<file path="src/rtl/approx_pp_accumulator.sv">
// Sequential shift-add multiplier whose low APPROX_COLS columns merge by OR.
// Define APPROX_PP_ZERO_SKIP_EN to finish early once the remaining multiplier bits are zero.
module approx_pp_accumulator #(
  parameter int WIDTH       = 8,
  parameter int APPROX_COLS = 4
) (
  input  logic                 clk,
  input  logic                 rst,
  input  logic                 in_valid,
  output logic                 in_ready,
  input  logic [WIDTH-1:0]     a,
  input  logic [WIDTH-1:0]     b,
  output logic                 out_valid,
  input  logic                 out_ready,
  output logic [2*WIDTH-1:0]   product,
  output logic                 busy
);

  localparam int PW = 2 * WIDTH;
  localparam int CW = $clog2(WIDTH + 1);

  localparam logic [1:0] IDLE = 2'd0;
  localparam logic [1:0] RUN  = 2'd1;
  localparam logic [1:0] DONE = 2'd2;

  // Ones over the OR-reduced columns; empty when APPROX_COLS is 0.
  localparam logic [PW-1:0] LOW_MASK =
    {PW{1'b1}} >> (PW - APPROX_COLS);

  logic [1:0]       state_q, state_d;
  logic [WIDTH-1:0] a_q, a_d;
  logic [WIDTH-1:0] b_q, b_d;
  logic [PW-1:0]    acc_q, acc_d;
  logic [CW-1:0]    cnt_q, cnt_d;

  logic [PW-1:0] a_ext;
  logic [PW-1:0] row;
  logic [PW-1:0] hi_sum;
  logic [PW-1:0] acc_nx;
  logic          last_row;

  assign a_ext  = {{WIDTH{1'b0}}, a_q};
  assign row    = b_q[0] ? (a_ext << cnt_q) : '0;

  // Low field is masked out of both addends, so no carry crosses into it.
  assign hi_sum = (acc_q & ~LOW_MASK) + (row & ~LOW_MASK);
  assign acc_nx = (hi_sum & ~LOW_MASK)
                | ((acc_q | row) & LOW_MASK);

`ifdef APPROX_PP_ZERO_SKIP_EN
  assign last_row = (b_q >> 1) == '0;
`else
  assign last_row = cnt_q == CW'(WIDTH - 1);
`endif

  always_comb begin
    state_d = state_q;
    a_d     = a_q;
    b_d     = b_q;
    acc_d   = acc_q;
    cnt_d   = cnt_q;
    unique case (state_q)
      IDLE: begin
        if (in_valid) begin
          a_d     = a;
          b_d     = b;
          acc_d   = '0;
          cnt_d   = '0;
          state_d = RUN;
        end
      end
      RUN: begin
        acc_d = acc_nx;
        b_d   = b_q >> 1;
        cnt_d = cnt_q + 1'b1;
        if (last_row) begin
          state_d = DONE;
        end
      end
      DONE: begin
        if (out_ready) begin
          state_d = IDLE;
        end
      end
      default: begin
        state_d = IDLE;
      end
    endcase
  end

  always_ff @(posedge clk) begin
    if (rst) begin
      state_q <= IDLE;
      a_q     <= '0;
      b_q     <= '0;
      acc_q   <= '0;
      cnt_q   <= '0;
    end else begin
      state_q <= state_d;
      a_q     <= a_d;
      b_q     <= b_d;
      acc_q   <= acc_d;
      cnt_q   <= cnt_d;
    end
  end

  assign in_ready  = state_q == IDLE;
  assign out_valid = state_q == DONE;
  assign busy      = state_q != IDLE;
  assign product   = acc_q;

endmodule

</file>
<file path="config.mk">
export PLATFORM = sky130hd
export DESIGN_NAME = approx_pp_accumulator
export DESIGN_NICKNAME = d
export VERILOG_FILES = /design/src/rtl/approx_pp_accumulator.sv
export SDC_FILE = /design/constraint.sdc
export NUM_CORES = 1
export LEC_CHECK = 0
export CORE_MARGIN = 5
export CORE_UTILIZATION = 60
export CTS_BUF_LIST = sky130_fd_sc_hd__clkbuf_4 sky130_fd_sc_hd__clkbuf_8
export DETAILED_ROUTE_END_ITERATION = 8
export PLACE_DENSITY_LB_ADDON = 0.08
export SLEW_MARGIN = 20
export SYNTH_ARGS = -nofsm -noshare
export SYNTH_HDL_FRONTEND = slang
export SYNTH_SLANG_ARGS = --single-unit
</file>
<file path="constraint.sdc">
create_clock -name clk -period 5.95 [get_ports clk]
set_clock_uncertainty 0.15 [all_clocks]
set_input_delay 1.19 -clock clk [delete_from_list [all_inputs] [get_ports clk]]
set_output_delay 1.19 -clock clk [all_outputs]
set_load 0.005 [all_outputs]
</file>
### After elaboration in Yosys (flattened, before gate mapping)

Index checks and enable logic that the tools add are counted.

* flip-flop bits (word level): 38
* latch bits: 0
* memory bits (writable): 0
* bits in read-only memories: 0
* input port bits: 20
* output and inout bits: 19
* word-level logic and storage cells: 33
* memories kept: 0

* $add $sub $neg: 2
* multipliers: 0
* div/mod/pow operators: 0
* $lt $le $gt $ge: 0
* eq/ne operators: 6
* shift-type cells: 1
* multiplexer cells: 11
* bitwise operators: 2
* reduce and logical (&&, ||, !) cells: 6

Operators with widths (count)
* 16-bit two-way mux: 2
* 16-bit case mux with 2 select lines: 1
* 16-bit adder: 1
* 16-bit by 4-bit OR with 16-bit output: 1
* 8-bit case mux with 2 select lines: 1
* 8-bit by 4-bit << shifter with 16-bit output: 1
* 8-bit two-way mux: 1
* 4-bit case mux with 2 select lines: 1
* 2-bit two-way mux: 3
* 2-bit case mux with 3 select lines: 1
* 4-bit by 1-bit adder with 4-bit output (second input constant): 1
* 4-bit by 3-bit equality test with 1-bit output (second input constant): 1
* 4-bit two-way mux: 1
* 2-bit != test (second input constant): 2
* 4-bit OR: 1
* 2-bit AND reduction: 2
* 2-bit nonzero test: 2
* 3-bit AND reduction: 1
* 2-bit by 1-bit equality test with 1-bit output (second input constant): 1
* 2-bit equality test (second input constant): 1
* 2-bit logical NOT: 1
* 2-bit by 1-bit != test with 1-bit output (second input constant): 1

### Logic depth before layout (Yosys ltp)

Gate-level depths: netlist of run 1.

* depth after elaboration: 5
* gate-level depth with buffers: 14
* mapped depth without buffers: 13

### Worst setup path before layout of run 1

OpenSTA, ideal clock, no wires.

* kind: flip-flop to flip-flop
* start point: register cnt_q[1]
* end point: register acc_q[14] (netlist: product[14])
* library setup time: 0.087 ns
* arrival time: 2.897 ns
* required time: 5.713 ns
* setup slack: 2.816 ns
* stages on the path, launching flop included: 14
* path buffers: 2
* clock period less this slack: 3.134 ns
* cells stage by stage: dfxtp_1 > buf_2 > buf_2 > mux2_2 > mux2i_1 > o21ai_0 > nor2b_1 > ha_1 > a211oi_1 > o21bai_1 > a221oi_1 > a21oi_1 > xnor2_1 > o31ai_1

* cells in the longest elaborated chain, start to end: 5

RTL lines
* from (decl): line 34 `logic [CW-1:0] cnt_q, cnt_d;`
* from (signal assigned): line 103 `cnt_q <= cnt_d;`
* 8-bit by 4-bit << shifter with 16-bit output: line 43 `assign row = b_q[0] ? (a_ext << cnt_q) : '0;`
* 16-bit two-way mux: line 43
* 16-bit adder: line 46 `assign hi_sum = (acc_q & ~LOW_MASK) + (row & ~LOW_MASK);`
* 16-bit by 4-bit OR with 16-bit output: line 48 `| ((acc_q | row) & LOW_MASK);`
* 16-bit case mux with 2 select lines: line 62 `unique case (state_q)`
* to (signal assigned): line 96 `acc_q <= '0;`
* to (signal assigned): line 102 `acc_q <= acc_d;`
* to (decl): line 33 `logic [PW-1:0] acc_q, acc_d;`

Every way passes these cells.
A chain may end at the register's enable or synchronous reset.

### Worst setup path after layout of run 1

Ends and elaborated chain as after synthesis.

==> results of run 1 <==
## tightest hold or removal path: cells and delay by family (launching register included)
kind / cells / cell delay, ns
AOI/OAI and AO/OA: 1 / 0.05
DFF: 1 / 0.31
and+or+nand+nor: 1 / 0.05
## kinds of logic after synthesis
group | after synthesis | synth area share [%]
simple gates | 113 | 22.68
compound gates | 89 | 23.26
flops | 38 | 31.85
buf+inv | 25 | 4.400
mux | 17 | 8.486
fa+ha+maj | 13 | 7.124
xor+xnor | 6 | 2.200
## flip-flops by register name, indices dropped and copies added, names as in the netlist
name     cells
product     16
a_q          8
cnt_q        4
state_q      2
b_q          8
## worst paths after layout
| check | start | slack (ns) | end | cells after the start |
|---|---|---|---|---|
| hold reg to reg | b_q[1] | 0.31 | b_q[1] | 2 |
| setup / recovery | cnt_q[1] | 2.18 | product[14] | 13 |
| setup reg to reg | cnt_q[1] | 2.18 | product[14] | 13 |
| hold / removal | b_q[1] | 0.31 | b_q[1] | 2 |
## placed cells by master (no fill, tap or decap), types with 3 or more instances in the layout
cell	count
a211oi_1	4
and2_1	6
o22ai_1	3
nand3_1	12
inv_1	4
clkdlybuf4s50_1	38
dfxtp_1	38
a22oi_1	13
mux2i_1	9
nor3_1	4
nand2_1	44
o21ai_0	10
nor2b_1	10
a21oi_1	36
a21o_1	4
clkbuf_8	5
o21bai_1	3
xnor2_1	5
nor2_1	22
mux2_2	6
ha_1	12
nand2b_1	3
## synth_stat cells, drive strengths merged
cell type  count
fa             1
nor4           2
o31ai          2
and3           2
nand3         12
xor2           1
a311oi         1
a22oi         13
a21oi         36
and2           6
ha            12
o211ai         2
nand3b         2
nor2          22
clkbuf        16
a21o           4
inv            4
or2            1
o32ai          1
dfxtp         38
a211oi         4
a21boi         2
or3            2
nand2         44
buf            5
xnor2          5
nand2b         3
o2111ai        1
nor3b          2
a221oi         1
mux2           6
o22ai          3
o21bai         3
a31oi          1
nor3           5
o31a           1
o21ai         11
o311ai         1
mux4           2
a32oi          1
a2bb2oi        1
mux2i          9
nor2b         10
## metal layers
layer  share of wire (%)  GRT usage (%)  vias up
li1                    -              -     1136
met1                  46          29.66     1032
met2                  47          35.45       56
met3                 5.6          3.719       10
met4                 2.1          10.45        0
met5                   0              0        -
## power by group through the flow
stage	Clock (mW)	Combinational, mW	Sequential (mW)
final	0.180	0.0737	0.274
after detailed placement	0	0.0738	0.280
after CTS	0.185	0.0742	0.274
after global placement	0	0.0723	0.280
after global routing	0.193	0.0815	0.276
after floorplan	0	0.0513	0.274
## cell type report
cell class              instances  area, um2  area share (%)
clock buffers                   6      76.32           2.681
clock inverters                 2      13.76          0.4835
inverters                       4      15.01          0.5275
multi-input cells             238       1523           53.49
flip-flops and latches         38      760.7           26.73
well taps                      50      62.56           2.198
repair buffers                 40      395.4           13.89
## per-stage QoR
stage                     hold slack [ns]  instances
after floorplan                    0.2860        301
after global routing               0.3316        378
after global placement             0.2947        370
final                              0.3094        378
after CTS                          0.3119        378
after detailed placement           0.2998        370
==> metrics.csv, run 1 <==
metric,value,unit
Worst setup SP type,flip-flop,
Reg power frac,52.0,%
yosys warns,0,
Crit path buffers/inverters,0,
total wire length,5.668,mm
final worst path period share,63.29,%
Tightest Pin Transition,0.9004,ns
vias in the first global route,2054,
Final GP Congestion,0.9132,
Starting Density,60.58,%
drt wl/cell,14.99,um
insertion delay to the later sink of the worst-skew pair,0.29,ns
hold_buf cts,0,
Max Root-Sink Buffers,2,
CP Class,flip-flop to flip-flop,
die area,5343,um2
nets@finish,360,
count of pins over their slew limit,0,
internal power,0.3832,mW
syn avg cell area,7.935,um2
vias,2234,
clock transition at the registers of the reported paths,0.07,ns
P_leak,1.072,nW
Die X,73.10,um
largest net degree at the start of global routing,42,
fin area,2846,um2
Placed Area,2756,um2
Highest Clock Rate,265.5,MHz
critical path's slowest cell,dfxtp_1,
DR iter-0 viols,140,
routed vias/inst,5.910,
# Max-Cap Violations,0,
Synth area leader,dfxtp_1,
RSZ-0062 raised after global routing,false,
Cell Rows,23,
die height,73.10,um
Final setup viols,0,
"Min Clock Period, post-route",3.766,ns
Worst path max stage delay,0.71,ns
DR pass1 iterations,4,
IO buf count,38,
fraction of layout cells with a size suffix above 1,6.707,%
Hold Crit Class,flip-flop to flip-flop,
H-tree levels,2,
Final Hold Violating Endpoints,0,
Max-slew headroom,39.75,%
family with the most delay on the worst path,compound AO/OA/AOI/OAI gates,
Net Sw Power,0.1447,mW
Switching Fraction,27.41,%
GRT overflow,0,
IO Pins,39,
Sum Neg Setup Slack,0,ns
CTS Buf Count,5,
largest fanout on the critical path,17,
post-synthesis sequential area ratio,31.85,%
Core Box Area,3943,um2
Pwr Density,185.5,nW/um2
CP required,5.99,ns
status,"finished, final reports clean",
Unique masters post-synth,49,
first-pass GRT wire length,9.404,mm
main area contributors after synthesis,"dfxtp_1, a21oi_1, nand2_1, ha_1, a22oi_1",
cts repair resizes,0,
Yosys reg bits,38,
initial antenna violation count,0,
Final Power,0.5280,mW
maximum VDD drop,0.1875,mV
Layout area overhead,19.17,%
gr usage total,22.43,%
Antenna Nets Post-Route,0,
Root Buffer,clkbuf_8,
post-CTS setup buffers,0,
Ant. Diodes,0,
share of the synthesized area in the top cell type,31.85,%
Gate power share,14.0,%
DPL Wire Length,4.112,mm
Worst Path Arrival,3.81,ns
Syn Nets,334,
"Cell Area, Synth",2389,um2
Clk pwr share,34.1,%
TritonCTS clock tree,done,
worst path cell trace,mux2i_1 > mux2_2 > nor2_1 > a21oi_1 > nor2_1 > ha_1 > fa_1 > a211oi_1 > o21bai_1 > a221oi_1 > a21oi_1 > xnor2_1 > o31ai_1,
cell count after synthesis,301,
residual DRC count,0,
dpl ws,2.268,ns
Clock Sinks,38,
crit end category,flip-flop,
# fillers,345,
Util after Layout,72.20,%
final worst-path setup slack,2.184,ns
No activity file was read; power rests on OpenSTA's default activity.
==> inputs of run 2 (changes only) <==
Settings changed: CORE_UTILIZATION 60 to 55.
Clock period 5.95 ns to 3.9 ns, I/O delays scaled along.
==> metrics.csv, run 2 (synthesized netlist as in run 1, its figures left out) <==
metric,value,unit
Clock Sinks,38,
GRT overflow,0,
Highest Clock Rate,282.9,MHz
Final setup viols,0,
cts repair resizes,0,
Worst path max stage delay,0.62,ns
Clk pwr share,43.3,%
worst path cell trace,mux2i_1 > mux2_2 > nor2_1 > a21oi_1 > nor2_1 > ha_1 > fa_1 > a211oi_1 > o21bai_1 > a221oi_1 > a21oi_1 > xnor2_1 > o31ai_1,
Sum Neg Setup Slack,0,ns
Pwr Density,321.8,nW/um2
DPL Wire Length,4.156,mm
hold_buf cts,0,
Hold Crit Class,flip-flop to flip-flop,
Cell Rows,24,
Final Hold Violating Endpoints,0,
Core Box Area,4294,um2
FF+latch area,760.7,um2
die height,75.90,um
Final Power,0.9418,mW
gr usage total,20.09,%
largest net degree at the start of global routing,25,
status,"finished, final reports clean",
TritonCTS clock tree,done,
vias,2249,
count of pins over their slew limit,0,
Worst Path Arrival,3.59,ns
Ant. Diodes,0,
worst reg-to-reg setup slack,0.37,ns
Max-slew headroom,36.04,%
first-pass GRT wire length,9.742,mm
Antenna Nets Post-Route,0,
Tightest Pin Transition,0.9559,ns
max FFs per register,16,
Starting Density,55.62,%
internal power,0.7103,mW
CTS Buf Count,5,
IO buf count,38,
H-tree levels,2,
RSZ-0062 raised after global routing,false,
# Max-Cap Violations,0,
Worst setup SP type,flip-flop,
Max Root-Sink Buffers,2,
Layout area overhead,22.53,%
vias in the first global route,2039,
"commonest non-fill, non-tap cell in the layout",nand2_1,
Net Sw Power,0.2314,mW
clock transition at the registers of the reported paths,0.08,ns
largest fanout on the critical path,13,
drt wl/cell,14.93,um
CP Class,flip-flop to flip-flop,
insertion delay to the later sink of the worst-skew pair,0.29,ns
final worst path period share,90.63,%
CP required,3.95,ns
Root Buffer,clkbuf_8,
Gate power share,12.5,%
maximum VDD drop,0.2247,mV
nets@finish,364,
Reg power frac,44.3,%
Switching Fraction,24.57,%
"commonest non-fill, non-tap cells in the layout","nand2_1, dfxtp_1, clkdlybuf4s50_1",
P_leak,1.112,nW
total wire length,5.735,mm
DR pass1 iterations,4,
crit end category,flip-flop,
IO Pins,39,
critical path's slowest cell,dfxtp_1,
Multi-input gate area,1523,um2
residual DRC count,0,
# fillers,371,
initial antenna violation count,0,
DR iter-0 viols,159,
Final GP Congestion,0.9011,
post-CTS setup buffers,0,
"Min Clock Period, post-route",3.535,ns
die area,5761,um2
routed vias/inst,5.857,
fraction of layout cells with a size suffix above 1,7.831,%
Die X,75.90,um
run 2: changes by cell type in the layout (fill, tap and decap cells not counted):
cell       previous run  this run
clkinv_2              1         0
buf_4                 2         6
clkbuf_4              1         0
bufinv_16             0         2
run 2: metal layers:
layer	track usage, %	routed length, um	part of all wire [%]	up-vias
met5	0	0	0	-
li1	-	-	-	1138
met4	5.694	57	0.99	0
met2	31.25	2664	46	75
met1	27.22	2621	46	1032
met3	5.332	392	6.8	4
run 2: worst max-delay path: cells and delay by family, from the launching register on:
family,cells,cell delay [ns]
compound gates,6,1.28
mux,2,0.49
flops,1,0.62
fa+ha+maj,2,0.64
simple gates,2,0.11
xor+xnor,1,0.14
run 2: layout make-up:
cell class | count | area share [%]
clock inverter | 3 | 2.351
inverter | 4 | 0.5130
timing repair buffer | 44 | 14.54
sequential | 38 | 25.99
multi-input combinational | 238 | 52.03
clock buffer | 5 | 2.351
tap | 52 | 2.223
run 2: worst paths after layout:
check | cells after the start | endpoint | from
worst min-delay path | 2 | b_q[3] | b_q[3]
worst max register to register | 13 | product[14] | cnt_q[1]
worst min register to register | 2 | b_q[3] | b_q[3]
worst max-delay path | 13 | product[14] | cnt_q[1]
run 2: through the flow:
stage | cell area, um2 | utilization, % | hold slack, ns | setup slack, ns | std cells
after floorplan | 2389 | - | 0.2860 | 0.7663 | 301
after global placement | 2789 | 64.95 | 0.2940 | 0.5093 | 376
after detailed placement | 2789 | 64.95 | 0.2984 | 0.3945 | 376
after CTS | 2927 | 68.15 | 0.3097 | 0.3776 | 384
after global routing | 2927 | 68.15 | 0.3352 | 0.01346 | 384
final | 2927 | 68.15 | 0.3069 | 0.3653 | 384
run 2: power groups by stage:
stage	clock (mW)	combinational (mW)	sequential [mW]
floorplan	0	0.0782	0.418
global placement	0	0.116	0.426
detailed placement	0	0.117	0.426
CTS	0.414	0.117	0.417
global route	0.433	0.129	0.420
finish	0.407	0.117	0.417
==> inputs of run 3 (changes only) <==
Settings changed: CORE_MARGIN 5 to 4, CORE_UTILIZATION 55 to 45, GPL_TIMING_DRIVEN set to 0.
==> metrics.csv, run 3 (synthesized netlist as in run 1, its figures left out) <==
metric,value,unit
status,"finished, final reports clean",
Tightest Pin Transition,0.6299,ns
total wire length,6.393,mm
met2 WL,2.938,mm
count of pins over their slew limit,0,
die area,6538,um2
Hold Crit Class,flip-flop to flip-flop,
DR pass1 iterations,4,
clock transition at the registers of the reported paths,0.08,ns
gr usage total,21.25,%
max FFs per register,16,
RSZ-0062 raised after global routing,false,
Final GP Congestion,0.9092,
P_leak,1.119,nW
Final setup viols,0,
nets@finish,379,
post-CTS setup buffers,0,
routed vias/inst,5.468,
H-tree levels,2,
first-pass GRT wire length,10.68,mm
crit end category,flip-flop,
"commonest non-fill, non-tap cell in the layout",nand2_1,
CP required,3.96,ns
Pwr Density,295.2,nW/um2
initial antenna violation count,0,
M1 WL,3.097,mm
IO Pins,39,
Layout area overhead,24.46,%
die height,80.86,um
Final Hold Violating Endpoints,0,
DR iter-0 viols,151,
maximum VDD drop,0.1970,mV
Antenna Nets Post-Route,0,
TritonCTS clock tree,done,
dpl ws,0.2631,ns
vias,2280,
vias in the first global route,2159,
Core Box Area,5140,um2
GRT overflow,0,
Worst setup SP type,flip-flop,
WL met3,264,um
Ant. Diodes,0,
residual DRC count,0,
CTS Buf Count,5,
"Min Clock Period, post-route",3.537,ns
Worst Path Arrival,3.60,ns
cts repair resizes,0,
DPL Wire Length,4.844,mm
# Max-Cap Violations,0,
Clock Sinks,38,
hold_buf cts,0,
Max-slew headroom,58.01,%
Sum Neg Setup Slack,0,ns
final worst path period share,90.70,%
fraction of layout cells with a size suffix above 1,7.493,%
CP Class,flip-flop to flip-flop,
Starting Density,46.47,%
DR top layer,met4,
IO buf count,38,
largest net degree at the start of global routing,13,
drt wl/cell,15.33,um
hold_ws,0.3076,ns
Cell Rows,26,
Max Root-Sink Buffers,2,
Final Power,0.8777,mW
Util after Layout,57.84,%
Root Buffer,clkbuf_8,
largest fanout on the critical path,10,
final worst-path setup slack,0.3625,ns
Die X,80.86,um
"commonest non-fill, non-tap cells in the layout","nand2_1, dfxtp_1, clkdlybuf4s50_1",
Highest Clock Rate,282.7,MHz
insertion delay to the later sink of the worst-skew pair,0.30,ns
-- run 3: cell count changes in the layout (fill, tap and decap cells not counted), moves of 2 or more --
cell / delta
buf_2: +3
buf_4: -6
clkbuf_1: +15
clkinv_2: +2
-- run 3: path summary, 6_finish.rpt --
path / from / endpoint / slack (ns) / cells after the start
setup / recovery: cnt_q[1] / product[14] / 0.36 / 13
hold / removal: b_q[1] / b_q[1] / 0.31 / 2
setup reg to reg: cnt_q[1] / product[14] / 0.36 / 13
hold reg to reg: b_q[1] / b_q[1] / 0.31 / 2
-- run 3: through the flow --
step                      cells  instance area, um2
after detailed placement    409                2856
after global placement      409                2856
final                       417                2973
after CTS                   417                2965
after global routing        417                2973
after floorplan             301                2389
-- run 3: cell type report --
cell class / count / area (um2)
Clock inverter: 3 / 40.04
Clock buffer: 5 / 68.82
Sequential cell: 38 / 760.7
Multi-Input combinational cell: 238 / 1529
Tap cell: 70 / 87.58
Buffer: 21 / 91.34
Fill cell: 547 / 2167
Inverter: 4 / 15.01
Timing Repair Buffer: 38 / 380.4
-- run 3: layer usage --
metal / GRT usage, % / vias to the layer above
met5: 0 / -
met4: 6.419 / 0
met3: 3.880 / 9
met2: 34.32 / 47
met1: 28.80 / 1049
li1: - / 1175
-- run 3: critical path, stage by stage (launching register included) --
cell      delay, ns
dfxtp_1        0.33
buf_2          0.19
buf_2          0.24
mux2_2         0.38
mux2i_1        0.19
o21ai_0        0.18
nor2b_1        0.20
ha_1           0.35
a211oi_1       0.31
o21bai_1       0.16
a221oi_2       0.32
a21oi_1        0.14
xnor2_1        0.14
o31ai_1        0.17
-- run 3: power by group --
part           switching [mW]  leakage (nW)  internal, mW  total [mW]
Clock                   0.147        0.0579         0.188       0.335
Sequential             0.0108         0.309         0.401       0.412
Combinational          0.0764         0.752        0.0543       0.131
